--- config.mk ---
export PLATFORM = sky130hd
export DESIGN_NAME = ps2_key_ctrl_flat
export DESIGN_NICKNAME = d
export VERILOG_FILES = /design/src/rtl/ps2_key_pkg.sv /design/src/rtl/ps2_key_if.sv /design/src/rtl/ps2_evt_fifo.sv /design/src/rtl/ps2_key_ctrl.sv /design/src/flat_wrapper.sv
export SDC_FILE = /design/constraint.sdc
export NUM_CORES = 1
export LEC_CHECK = 0
export BUFFER_PORTS_ARGS = -buffer_cell sky130_fd_sc_hd__buf_4
export CAP_MARGIN = 20
export CORE_MARGIN = 8
export CORE_UTILIZATION = 39
export DETAILED_ROUTE_END_ITERATION = 10
export PLACE_DENSITY = 0.54
export RECOVER_POWER = 100
export SLEW_MARGIN = 5
export SYNTH_ARGS = -nofsm -noshare
export SYNTH_HDL_FRONTEND = slang
export SYNTH_HIERARCHICAL = 1
export SYNTH_SLANG_ARGS = --single-unit
--- constraint.sdc ---
create_clock -name clk -period 3.4 [get_ports clk]
set_clock_uncertainty 0.2 [all_clocks]
set_input_delay 0.34 -clock clk [delete_from_list [all_inputs] [get_ports clk]]
set_output_delay 0.34 -clock clk [all_outputs]
set_load 0.03 [all_outputs]
--- src/rtl/ps2_key_pkg.sv ---
// Shared constants and FSM encoding for the PS/2 key-event sequencer.
package ps2_key_pkg;

    localparam logic [7:0] PS2_E0         = 8'hE0;
    localparam logic [7:0] PS2_F0         = 8'hF0;
    localparam logic [7:0] PS2_E1         = 8'hE1;
    localparam logic [7:0] PS2_BAT        = 8'hAA;
    localparam logic [7:0] PS2_ACK        = 8'hFA;
    localparam logic [7:0] PS2_ECHO       = 8'hEE;
    localparam logic [7:0] PS2_RESEND     = 8'hFE;
    localparam logic [7:0] PS2_PAUSE_CODE = 8'h77;

    localparam int EVT_W      = 10;
    localparam int PAUSE_SKIP = 7;

    typedef enum logic [1:0] {
        ST_IDLE   = 2'd0,
        ST_POP    = 2'd1,
        ST_SETTLE = 2'd2,
        ST_DECODE = 2'd3
    } pop_state_e;

endpackage

--- src/rtl/ps2_key_if.sv ---
// Receiver-side and CPU-side signals of the key-event sequencer, plus FSM debug state.
interface ps2_key_if #(
    parameter int EVT_DEPTH = 8
);
    import ps2_key_pkg::*;

    localparam int CNT_W = $clog2(EVT_DEPTH) + 1;

    // Receiver handshake: kb_data is valid while kb_ready=1; a single low cycle of
    // kb_rdn consumes the head byte. CPU side: one cpu_rd strobe pops one event.
    logic [7:0]       kb_data;
    logic             kb_ready;
    logic             kb_overflow;
    logic             kb_rdn;
    logic             cpu_rd;
    logic [15:0]      evt_data;
    logic [CNT_W-1:0] evt_count;
    logic             irq;
    pop_state_e       dbg_state;

    modport master (
        input  kb_data, kb_ready, kb_overflow, cpu_rd,
        output kb_rdn, evt_data, evt_count, irq, dbg_state
    );

    modport slave (
        output kb_data, kb_ready, kb_overflow, cpu_rd,
        input  kb_rdn, evt_data, evt_count, irq, dbg_state
    );

endinterface

--- src/rtl/ps2_evt_fifo.sv ---
// Synchronous event FIFO with combinational head; push into full succeeds only with a pop.
module ps2_evt_fifo #(
    parameter int W     = 10,
    parameter int DEPTH = 8,
    localparam int PTR_W = $clog2(DEPTH)
) (
    input  logic           clk,
    input  logic           rstn,
    input  logic           push_i,
    input  logic           pop_i,
    input  logic [W-1:0]   din_i,
    output logic [W-1:0]   head_o,
    output logic           full_o,
    output logic           empty_o,
    output logic [PTR_W:0] count_o
);
    logic [W-1:0]     mem_q [DEPTH];
    logic [PTR_W-1:0] wr_ptr_q, rd_ptr_q;
    logic [PTR_W:0]   count_q;
    logic             do_push, do_pop;

    assign full_o  = (count_q == (PTR_W + 1)'(DEPTH));
    assign empty_o = (count_q == '0);
    assign count_o = count_q;
    assign head_o  = mem_q[rd_ptr_q];
    assign do_pop  = pop_i && !empty_o;
    assign do_push = push_i && (!full_o || pop_i);

    always_ff @(posedge clk or negedge rstn) begin
        if (!rstn) begin
            wr_ptr_q <= '0;
            rd_ptr_q <= '0;
            count_q  <= '0;
        end else begin
            if (do_push) wr_ptr_q <= wr_ptr_q + PTR_W'(1);
            if (do_pop)  rd_ptr_q <= rd_ptr_q + PTR_W'(1);
            count_q <= count_q + (PTR_W + 1)'(do_push) - (PTR_W + 1)'(do_pop);
        end
    end

    always_ff @(posedge clk) begin
        if (do_push) mem_q[wr_ptr_q] <= din_i;
    end

endmodule

--- src/rtl/ps2_key_ctrl.sv ---
// PS/2 scancode-to-key-event sequencer with CPU event FIFO.
// Optional typematic repeat filter: define PS2_KEY_REPEAT_FILTER_EN.
module ps2_key_ctrl
    import ps2_key_pkg::*;
#(
    parameter int EVT_DEPTH   = 8,
    parameter int TIMEOUT_CYC = 2_000_000
) (
    input logic       clk,
    input logic       rstn,
    ps2_key_if.master bus
);
    localparam int CNT_W = $clog2(EVT_DEPTH) + 1;
    localparam int TMR_W = $clog2(TIMEOUT_CYC + 1);

    pop_state_e       state_q, state_d;
    logic [7:0]       byte_q, byte_d;
    logic             ext_q, ext_d, brk_q, brk_d, lost_q, lost_d;
    logic [2:0]       pause_q, pause_d;
    logic [TMR_W-1:0] timer_q, timer_d;
    logic             ovf_q, rd_s1_q, rd_s2_q, rd_s3_q, pop_q;
    logic             push, lost_set, pending, is_ctrl;
    logic             fifo_full, fifo_empty;
    logic [EVT_W-1:0] push_evt, fifo_head;
    logic [CNT_W-1:0] fifo_count;
`ifdef PS2_KEY_REPEAT_FILTER_EN
    logic [9:0]       last_make_q, last_make_d;
`endif

    assign pending = ext_q || brk_q || (pause_q != 3'd0);
    assign is_ctrl = (byte_q == PS2_BAT) || (byte_q == PS2_ACK) ||
                     (byte_q == PS2_ECHO) || (byte_q == PS2_RESEND);

    always_comb begin
        state_d  = state_q;
        byte_d   = byte_q;
        ext_d    = ext_q;
        brk_d    = brk_q;
        pause_d  = pause_q;
        timer_d  = timer_q;
        lost_d   = lost_q;
        push     = 1'b0;
        push_evt = '0;
        lost_set = 1'b0;
`ifdef PS2_KEY_REPEAT_FILTER_EN
        last_make_d = last_make_q;
`endif
        case (state_q)
            ST_IDLE: begin
                if (bus.kb_ready) begin
                    byte_d  = bus.kb_data;
                    state_d = ST_POP;
                end
            end
            ST_POP:    state_d = ST_SETTLE;
            ST_SETTLE: state_d = ST_DECODE;
            ST_DECODE: state_d = ST_IDLE;
            default:   state_d = ST_IDLE;
        endcase

        // A stale prefix is dropped silently once its wait budget runs out.
        if (pending && timer_q != '0) begin
            timer_d = timer_q - TMR_W'(1);
            if (timer_q == TMR_W'(1)) begin
                ext_d   = 1'b0;
                brk_d   = 1'b0;
                pause_d = 3'd0;
            end
        end

        if (state_q == ST_DECODE) begin
            timer_d = TMR_W'(TIMEOUT_CYC);
            if (pause_q != 3'd0) begin
                pause_d = pause_q - 3'd1;
                if (pause_q == 3'd1) begin
                    push     = 1'b1;
                    push_evt = {1'b1, 1'b0, PS2_PAUSE_CODE};
                end
            end else if (byte_q == PS2_E1) begin
                pause_d = 3'(PAUSE_SKIP);
            end else if (byte_q == PS2_E0) begin
                ext_d = 1'b1;
            end else if (byte_q == PS2_F0) begin
                brk_d = 1'b1;
            end else if (byte_q == 8'h00 || byte_q == 8'hFF) begin
                lost_set = 1'b1;
                ext_d    = 1'b0;
                brk_d    = 1'b0;
            end else if (!(is_ctrl && !ext_q && !brk_q)) begin
                push     = 1'b1;
                push_evt = {ext_q, brk_q, byte_q};
                ext_d    = 1'b0;
                brk_d    = 1'b0;
`ifdef PS2_KEY_REPEAT_FILTER_EN
                if (!brk_q) begin
                    if (last_make_q == {1'b1, ext_q, byte_q}) push = 1'b0;
                    else last_make_d = {1'b1, ext_q, byte_q};
                end else if (last_make_q == {1'b1, ext_q, byte_q}) begin
                    last_make_d = '0;
                end
`endif
            end
        end

        // New loss evidence outranks the clear caused by a simultaneous CPU pop.
        if (pop_q) lost_d = 1'b0;
        if (lost_set || (push && fifo_full && !pop_q) || (bus.kb_overflow && !ovf_q))
            lost_d = 1'b1;
    end

    always_ff @(posedge clk or negedge rstn) begin
        if (!rstn) begin
            state_q <= ST_IDLE;
            byte_q  <= '0;
            ext_q   <= 1'b0;
            brk_q   <= 1'b0;
            pause_q <= 3'd0;
            timer_q <= '0;
            lost_q  <= 1'b0;
            ovf_q   <= 1'b0;
            rd_s1_q <= 1'b0;
            rd_s2_q <= 1'b0;
            rd_s3_q <= 1'b0;
            pop_q   <= 1'b0;
        end else begin
            state_q <= state_d;
            byte_q  <= byte_d;
            ext_q   <= ext_d;
            brk_q   <= brk_d;
            pause_q <= pause_d;
            timer_q <= timer_d;
            lost_q  <= lost_d;
            ovf_q   <= bus.kb_overflow;
            rd_s1_q <= bus.cpu_rd;
            rd_s2_q <= rd_s1_q;
            rd_s3_q <= rd_s2_q;
            pop_q   <= rd_s2_q && !rd_s3_q;
        end
    end

`ifdef PS2_KEY_REPEAT_FILTER_EN
    always_ff @(posedge clk or negedge rstn) begin
        if (!rstn) last_make_q <= '0;
        else       last_make_q <= last_make_d;
    end
`endif

    ps2_evt_fifo #(
        .W     (EVT_W),
        .DEPTH (EVT_DEPTH)
    ) u_fifo (
        .clk     (clk),
        .rstn    (rstn),
        .push_i  (push),
        .pop_i   (pop_q),
        .din_i   (push_evt),
        .head_o  (fifo_head),
        .full_o  (fifo_full),
        .empty_o (fifo_empty),
        .count_o (fifo_count)
    );

    assign bus.kb_rdn    = (state_q != ST_POP);
    assign bus.evt_data  = {~fifo_empty, lost_q, 4'b0000,
                            fifo_empty ? {EVT_W{1'b0}} : fifo_head};
    assign bus.evt_count = fifo_count;
    assign bus.irq       = ~fifo_empty;
    assign bus.dbg_state = state_q;

endmodule
--- src/flat_wrapper.sv ---
// flat-port wrapper written by rule: the top's interface ports become plain ports
module ps2_key_ctrl_flat import ps2_key_pkg::*;
#(
    parameter int EVT_DEPTH   = 8,
    parameter int TIMEOUT_CYC = 2_000_000
)
  (clk, rstn, bus_kb_data, bus_kb_ready, bus_kb_overflow, bus_cpu_rd, bus_kb_rdn, bus_evt_data, bus_evt_count, bus_irq, bus_dbg_state);
  ps2_key_if #(.EVT_DEPTH(EVT_DEPTH)) bus_i ();
  input logic clk;
  input logic rstn;
  input wire logic [$bits(bus_i.kb_data)-1:0] bus_kb_data;
  input wire logic [$bits(bus_i.kb_ready)-1:0] bus_kb_ready;
  input wire logic [$bits(bus_i.kb_overflow)-1:0] bus_kb_overflow;
  input wire logic [$bits(bus_i.cpu_rd)-1:0] bus_cpu_rd;
  output wire logic [$bits(bus_i.kb_rdn)-1:0] bus_kb_rdn;
  output wire logic [$bits(bus_i.evt_data)-1:0] bus_evt_data;
  output wire logic [$bits(bus_i.evt_count)-1:0] bus_evt_count;
  output wire logic [$bits(bus_i.irq)-1:0] bus_irq;
  output wire logic [$bits(bus_i.dbg_state)-1:0] bus_dbg_state;
  assign bus_i.kb_data = bus_kb_data;
  assign bus_i.kb_ready = bus_kb_ready;
  assign bus_i.kb_overflow = bus_kb_overflow;
  assign bus_i.cpu_rd = bus_cpu_rd;
  assign bus_kb_rdn = bus_i.kb_rdn;
  assign bus_evt_data = bus_i.evt_data;
  assign bus_evt_count = bus_i.evt_count;
  assign bus_irq = bus_i.irq;
  assign bus_dbg_state = bus_i.dbg_state;
  ps2_key_ctrl #(.EVT_DEPTH(EVT_DEPTH), .TIMEOUT_CYC(TIMEOUT_CYC)) u_core (.clk(clk), .rstn(rstn), .bus(bus_i));
endmodule
==> out/metrics.cfg, run 1 <==
[outcome]
status=finished clean

[floorplan]
die_width_um=142.3
coreArea_um2=15710
die_y_um=142.3
num_io_pins=37
fp-row-count=46
die_area_um2=20250
start_util_pct=39.60

[clock_network]
clk_latency_ns=0.41
htreeDepth=4
cts.sinks=132
cts_tree=yes
clockBufferDepth=2
root_buffer=clkbuf_16
cts.clk_slew.worst_paths_ns=0.06
numCtsBuffers=17

[finish]
utilization_pct=46.39
area_growth_pct=17.15
drive_gt1_share_pct=17.95
diodes=0
nets=526
fin_cells=723

[synth]
synth_area_leader_cell=edfxtp_1
ys.flop_type=edfxtp_1
ys_seq_area_share_pct=59.52
syn-cell-area_um2=6222
syn_avg_cell_area_um2=14.24
ys_ff_latch=132
yosysMostFrequentCell=edfxtp_1
synth_top_area_share_pct=38.61
async_reset_ff_share_pct=39.39
yosys-top-cells-area=edfxtp_1 (39%), dfrtp_1 (21%), mux4_1 (8.4%), mux2_2 (4.0%), ha_1 (3.6%)
synth_common_cells=edfxtp_1 (80), dfrtp_1 (52), nor2_1 (33), mux2_2 (22), inv_1 (21)
synth_edf_count=80
syn_inst=437
synth_warnings=6
synth_cell_types=63

[power]
p_leak_uw=0.002759
ir_drop_mv=0.4991
powerDensity_nw_per_um2=879.1

[timing]
fmax_mhz=318.8
maxSlewViolCount=0
post-route-period-util_pct=92.26
finalSetupTns_ns=0
finalSetupViolations=0
holdWs_ns=0.05671
period_needed_ns=3.137
rsz0062_at_grt=no
finalHoldViolCount=0
worst_pin_slew_ns=1.315
relSlewSlack_pct=12.33

[worst_setup_path]
crit_type=reg -> reg
reg2reg_depth=12
end_kind=flop
path_cells=or4_1 -> a21oi_1 -> o21bai_1 -> a31oi_2 -> inv_1 -> nand2_2 -> ha_1 -> inv_1 -> ha_1 -> inv_1 -> fa_1 -> xnor2_1
critical_path_required_ns=3.50
slowest_delay_ns=0.57
critPathArrivalTime_ns=3.24
worstPathMaxFanout=9
crit_slowest_cell=or4_1
critical_path.startpoint_type=flop
cpMostUsedCell=inv_1

[global_route]
grtUsageTotal_pct=13.33
grt_max_degree=53
gr-total-overflow=0
grt_pass1_wl_mm=20.62
antenna_found_initial=0
grt_pass1_vias=3860

[placement]
dp.cells=680
finalWeightedCongestion=0.8202
numPortBuffers=32
hpwl_mm=8.289

[detailed_routing]
wl_per_cell_um=17.27
avgViaCountPerCell=5.093
drc_errors=0
via_count=3682
drt_iter0_markers=212
routed_wl_mm=12.49
ant_nets=0
drtPass1Iterations=4

[min_path]
hold_depth=3
hold_class=in -> reg

[flow_run]
maxCapViolCount=0

[metal layers]
layer	wire length [um]	GRT usage (%)	share of wire, %	up-vias
li1	-	-	-	1785
met4	85	4.698	0.68	0
met2	6363	22.40	51	60
met5	0	0	0	-
met1	5599	16.06	45	1828
met3	439	3.824	3.5	9
[state kept, by name, indices dropped and copies added (netlist names), 2 cells and up]
name and count:
u_core/u_fifo/mem_q 80, u_core/timer_q 21, u_core/bus.dbg_state 2, u_core/u_fifo/rd_ptr_q 3, u_core/u_fifo/count_o 4, u_core/pause_q 3
u_core/byte_q 8, u_core/u_fifo/wr_ptr_q 3
[through the flow]
stage	setup slack (ns)	cell area, um2	total power [uW]
2_1_floorplan	0.1384	6233	4084
3_3_place_gp	0.2744	6720	4757
3_5_place_dp	0.1759	6720	4808
4_1_cts	0.1647	7410	6634
5_1_grt	0.05158	7289	6817
6_report	0.2632	7289	6408
[final cells by class]
cell class	instances	area, um2
clock buffers	19	432.9
clock inverters	13	146.4
fillers	1437	8423
inverters	21	78.83
multi-input cells	268	2320
flip-flops and latches	132	3704
well taps	216	270.3
repair buffers	54	337.8
[repair_timing]
item,in CTS,in global routing
buffers inserted,0,0
hold endpoints to repair,62,0
hold buffers,11,0
endpoints found under the setup margin,0,3
gates resized for setup,0,1
[where the power goes]
group          total (uW)  internal (uW)  switching [uW]
logic                2280            941            1340
clock network        1790           1090             702
registers            2340           2050             292
total                6410           4080            2330
[layout by cell type (no fill, tap or decap), types with 11 or more instances in the layout]
cell / Yosys / routed
nor2b_1: 15 / 15
clkbuf_16: 0 / 17
dfrtp_1: 52 / 52
clkbuf_2: 0 / 11
buf_4: 7 / 13
edfxtp_1: 80 / 80
nor3_1: 14 / 14
a21oi_1: 13 / 13
nand2_1: 13 / 13
ha_1: 18 / 18
dlygate4sd3_1: 0 / 11
clkbuf_1: 9 / 20
nor2_1: 33 / 33
inv_1: 21 / 21
mux2_2: 22 / 22
nand3_1: 12 / 12
mux4_1: 20 / 20
[critical path: cells and delay by family (launching register included)]
kind | cells | cell delay (ns)
AOI/OAI and AO/OA | 3 | 0.46
xor gates and xnor gates | 1 | 0.14
adders and majority gates | 3 | 0.80
buffers and inverters | 3 | 0.21
DFF | 1 | 0.46
and+or+nand+nor | 2 | 0.72
[cell families after synthesis]
logic type | count (synthesis) | synth area share (%)
flip-flops | 132 | 59.52
AND/OR/NAND/NOR | 139 | 13.17
buffers and inverters | 40 | 3.077
AO/OA/AOI/OAI | 47 | 5.389
multiplexers | 43 | 12.59
other | 1 | 0.06027
XOR/XNOR | 16 | 2.252
adder cells (fa/ha/maj) | 19 | 3.941
[final timing paths]
check	slack, ns	startpoint	end
setup reg to reg	0.26	u_core/byte_q[4]	u_core/u_fifo/count_o[2]
min in group asynchronous	0.54	rstn	u_core/byte_q[1]
hold reg to reg	0.15	u_core/rd_s1_q	u_core/rd_s2_q
setup / recovery	0.26	u_core/byte_q[4]	u_core/u_fifo/count_o[2]
hold / removal	0.06	bus_kb_ready	u_core/bus.dbg_state[0]
max in group asynchronous	1.65	rstn	u_core/timer_q[11]
No activity file was read; power rests on OpenSTA's default activity.
==> inputs of run 2 (changes only) <==
--- a/config.mk
+++ b/config.mk
@@ -10,6 +10,7 @@
 export CORE_MARGIN = 8
 export CORE_UTILIZATION = 39
 export DETAILED_ROUTE_END_ITERATION = 10
+export HOLD_SLACK_MARGIN = 0.1
 export PLACE_DENSITY = 0.54
 export RECOVER_POWER = 100
 export SLEW_MARGIN = 5
==> run 2 against run 1 <==
  * Sequential power about the same
  * Maximum frequency down 0.19%
  * Setup slack worse by 0.0060 ns
  * Non-clock buffer count up 1
  * Register-to-register slack about the same
  * Count of clock-buffer cells in the layout unchanged
  * Global-route usage unchanged
  * Sequential share of layout area down 0.070 points
  * Combinational power about the same
==> out/metrics.cfg, run 2 (synthesized netlist as in run 1, its figures left out) <==
[timing]
rsz0062_at_grt=no
post-route-period-util_pct=92.44  ; +0.18 points
maxSlewViolCount=0  ; unchanged
worst_pin_slew_ns=1.322  ; +0.006846 ns
period_needed_ns=3.143  ; +0.005999 ns
holdWs_ns=0.1465  ; +0.08982 ns
finalHoldViolCount=0  ; unchanged
finalSetupViolations=0  ; unchanged
relSlewSlack_pct=11.87  ; -0.46 points
finalSetupTns_ns=0  ; unchanged
fmax_mhz=318.2  ; -0.19%

[power]
p_comb_share_pct=35.6  ; about the same
p_leak_uw=0.002763  ; +0.15%
power.share.clock_pct=27.9  ; about the same
netSwitchingPower_uw=2326  ; -0.20%
fin_total_pwr_uw=6405  ; about the same
ir_drop_mv=0.4981  ; -0.20%
powerDensity_nw_per_um2=877.4  ; -0.19%
swShare_pct=36.32  ; -0.054 points
pwr-share-seq_pct=36.5  ; about the same
p_int_uw=4079  ; about the same

[min_path]
hold_depth=0  ; -3
min_from=u_core/rd_s1_q
hold_class=reg -> reg
hold_end=u_core/rd_s2_q

[worst_setup_path]
critical_path.startpoint_type=flop
crit_type=reg -> reg
path_cells=or4_1 -> a21oi_1 -> o21bai_1 -> a31oi_2 -> inv_1 -> nand2_2 -> ha_1 -> inv_1 -> ha_1 -> inv_1 -> fa_1 -> xnor2_1
rr_endpoint=u_core/u_fifo/count_o[2]
cp_top_family=adder cells
reg2reg_depth=12  ; unchanged
end_kind=flop
cpMostUsedCell=inv_1
critical_path_required_ns=3.50  ; about the same
slowest_delay_ns=0.57  ; about the same
regToRegSetupSlack_ns=0.26  ; about the same
worstPathMaxFanout=9  ; unchanged
worst-path-stages=12  ; unchanged
r2r-start=u_core/byte_q[4]
crit_slowest_cell=or4_1
critPathArrivalTime_ns=3.24  ; about the same
crit_buf_inv=3  ; unchanged

[finish]
diodes=0  ; unchanged
final_common_cell=edfxtp_1
top_register=u_core/u_fifo/mem_q
design_area_um2=7300  ; +0.14%
final_cell_mix=edfxtp_1 (80), dfrtp_1 (52), nor2_1 (33)
nets=527  ; +0.19%
largest_reg_flops=80  ; unchanged
drive_gt1_share_pct=17.91  ; -0.035 points
utilization_pct=46.46  ; +0.064 points
area_growth_pct=17.31
reg.largest.list=u_core/u_fifo/mem_q x80, u_core/timer_q x21, u_core/byte_q x8

[detailed_routing]
ant_nets=0  ; unchanged
drtPass1Iterations=4  ; unchanged
routed_wl_mm=12.47  ; -0.12%
avgViaCountPerCell=5.077  ; -0.30%
drc_errors=0  ; unchanged
wl_per_cell_um=17.23  ; -0.26%
drt_iter0_markers=212  ; unchanged
via_count=3676  ; -0.16%

[clock_network]
numCtsBuffers=17  ; unchanged
htreeDepth=4  ; unchanged
cts.clk_slew.worst_paths_ns=0.06  ; about the same
cts_tree=yes
clockBufferDepth=2  ; unchanged
clk_latency_ns=0.41  ; about the same
post_cts_buffers=0  ; unchanged
root_buffer=clkbuf_16
cts.sinks=132  ; unchanged

[placement]
finalWeightedCongestion=0.8202  ; unchanged
place_area_um2=6720  ; unchanged
numPortBuffers=32  ; unchanged
hpwl_mm=8.289  ; unchanged

[floorplan]
coreArea_um2=15710  ; unchanged
die_width_um=142.3  ; unchanged
fp-row-count=46  ; unchanged
num_io_pins=37  ; unchanged
start_util_pct=39.60  ; unchanged
die_area_um2=20250  ; unchanged
die_y_um=142.3  ; unchanged

[global_route]
grtUsageTotal_pct=13.33  ; unchanged
grt_max_degree=53  ; unchanged
grt_pass1_vias=3863  ; +0.078%
antenna_found_initial=0  ; unchanged
grt_pass1_wl_mm=20.62  ; unchanged
gr-total-overflow=0  ; unchanged

[outcome]
status=finished clean

[flow_run]
maxCapViolCount=0  ; unchanged

-- run 2: cell count changes in the layout (fill, tap and decap cells not counted), sizes merged --
| cell | previous run | this run |
|---|---|---|
| dlygate4sd3 | 11 | 12 |
-- run 2: repair_timing --
item	4_1_cts	5_1_grt
endpoints found under the setup margin	0	3
gates resized for setup	0	1
hold endpoints to repair	64	0
hold buffers	12	0
-- run 2: per-layer routing --
| metal | GRT usage (%) | wire (um) | up-vias |
|---|---|---|---|
| met4 | 4.698 | 61 | 0 |
| met1 | 16.06 | 5510 | 1822 |
| met2 | 22.40 | 6472 | 63 |
| li1 | - | - | 1787 |
| met5 | 0 | 0 | - |
| met3 | 3.824 | 429 | 4 |
-- run 2: how the worst max path moves through the flow --
| stage | startpoint | end |
|---|---|---|
| after floorplan | u_core/bus.dbg_state[1] | u_core/u_fifo/mem_q[0][0] |
| after global placement | u_core/ext_q | u_core/u_fifo/count_o[2] |
| after detailed placement | u_core/ext_q | u_core/u_fifo/count_o[2] |
| after CTS | u_core/ext_q | u_core/u_fifo/count_o[2] |
| after global routing | u_core/bus.dbg_state[1] | u_core/u_fifo/mem_q[6][0] |
| final | u_core/byte_q[4] | u_core/u_fifo/count_o[2] |
-- run 2: power by group through the flow --
stage               combinational [uW]  clock [uW]  sequential, uW
floorplan                         1740           0            2340
global placement                  2390           0            2360
detailed placement                2430           0            2380
CTS                               2450        1840            2350
global route                      2530        1900            2380
finish                            2280        1790            2340
-- run 2: area by class of cell --
cell class / instances / area (um2)
Fill cell: 1436 / 8413
Sequential cell: 132 / 3704
Multi-Input combinational cell: 268 / 2320
Clock buffer: 19 / 432.9
Timing Repair Buffer: 55 / 347.8
Tap cell: 216 / 270.3
Clock inverter: 13 / 146.4
Inverter: 21 / 78.83
-- run 2: through the flow --
stage / setup WS, ns / std cells
final: 0.2572 / 724
after global routing: 0.05158 / 724
after CTS: 0.1647 / 724
after detailed placement: 0.1759 / 680
after global placement: 0.2744 / 680
after floorplan: 0.1384 / 440
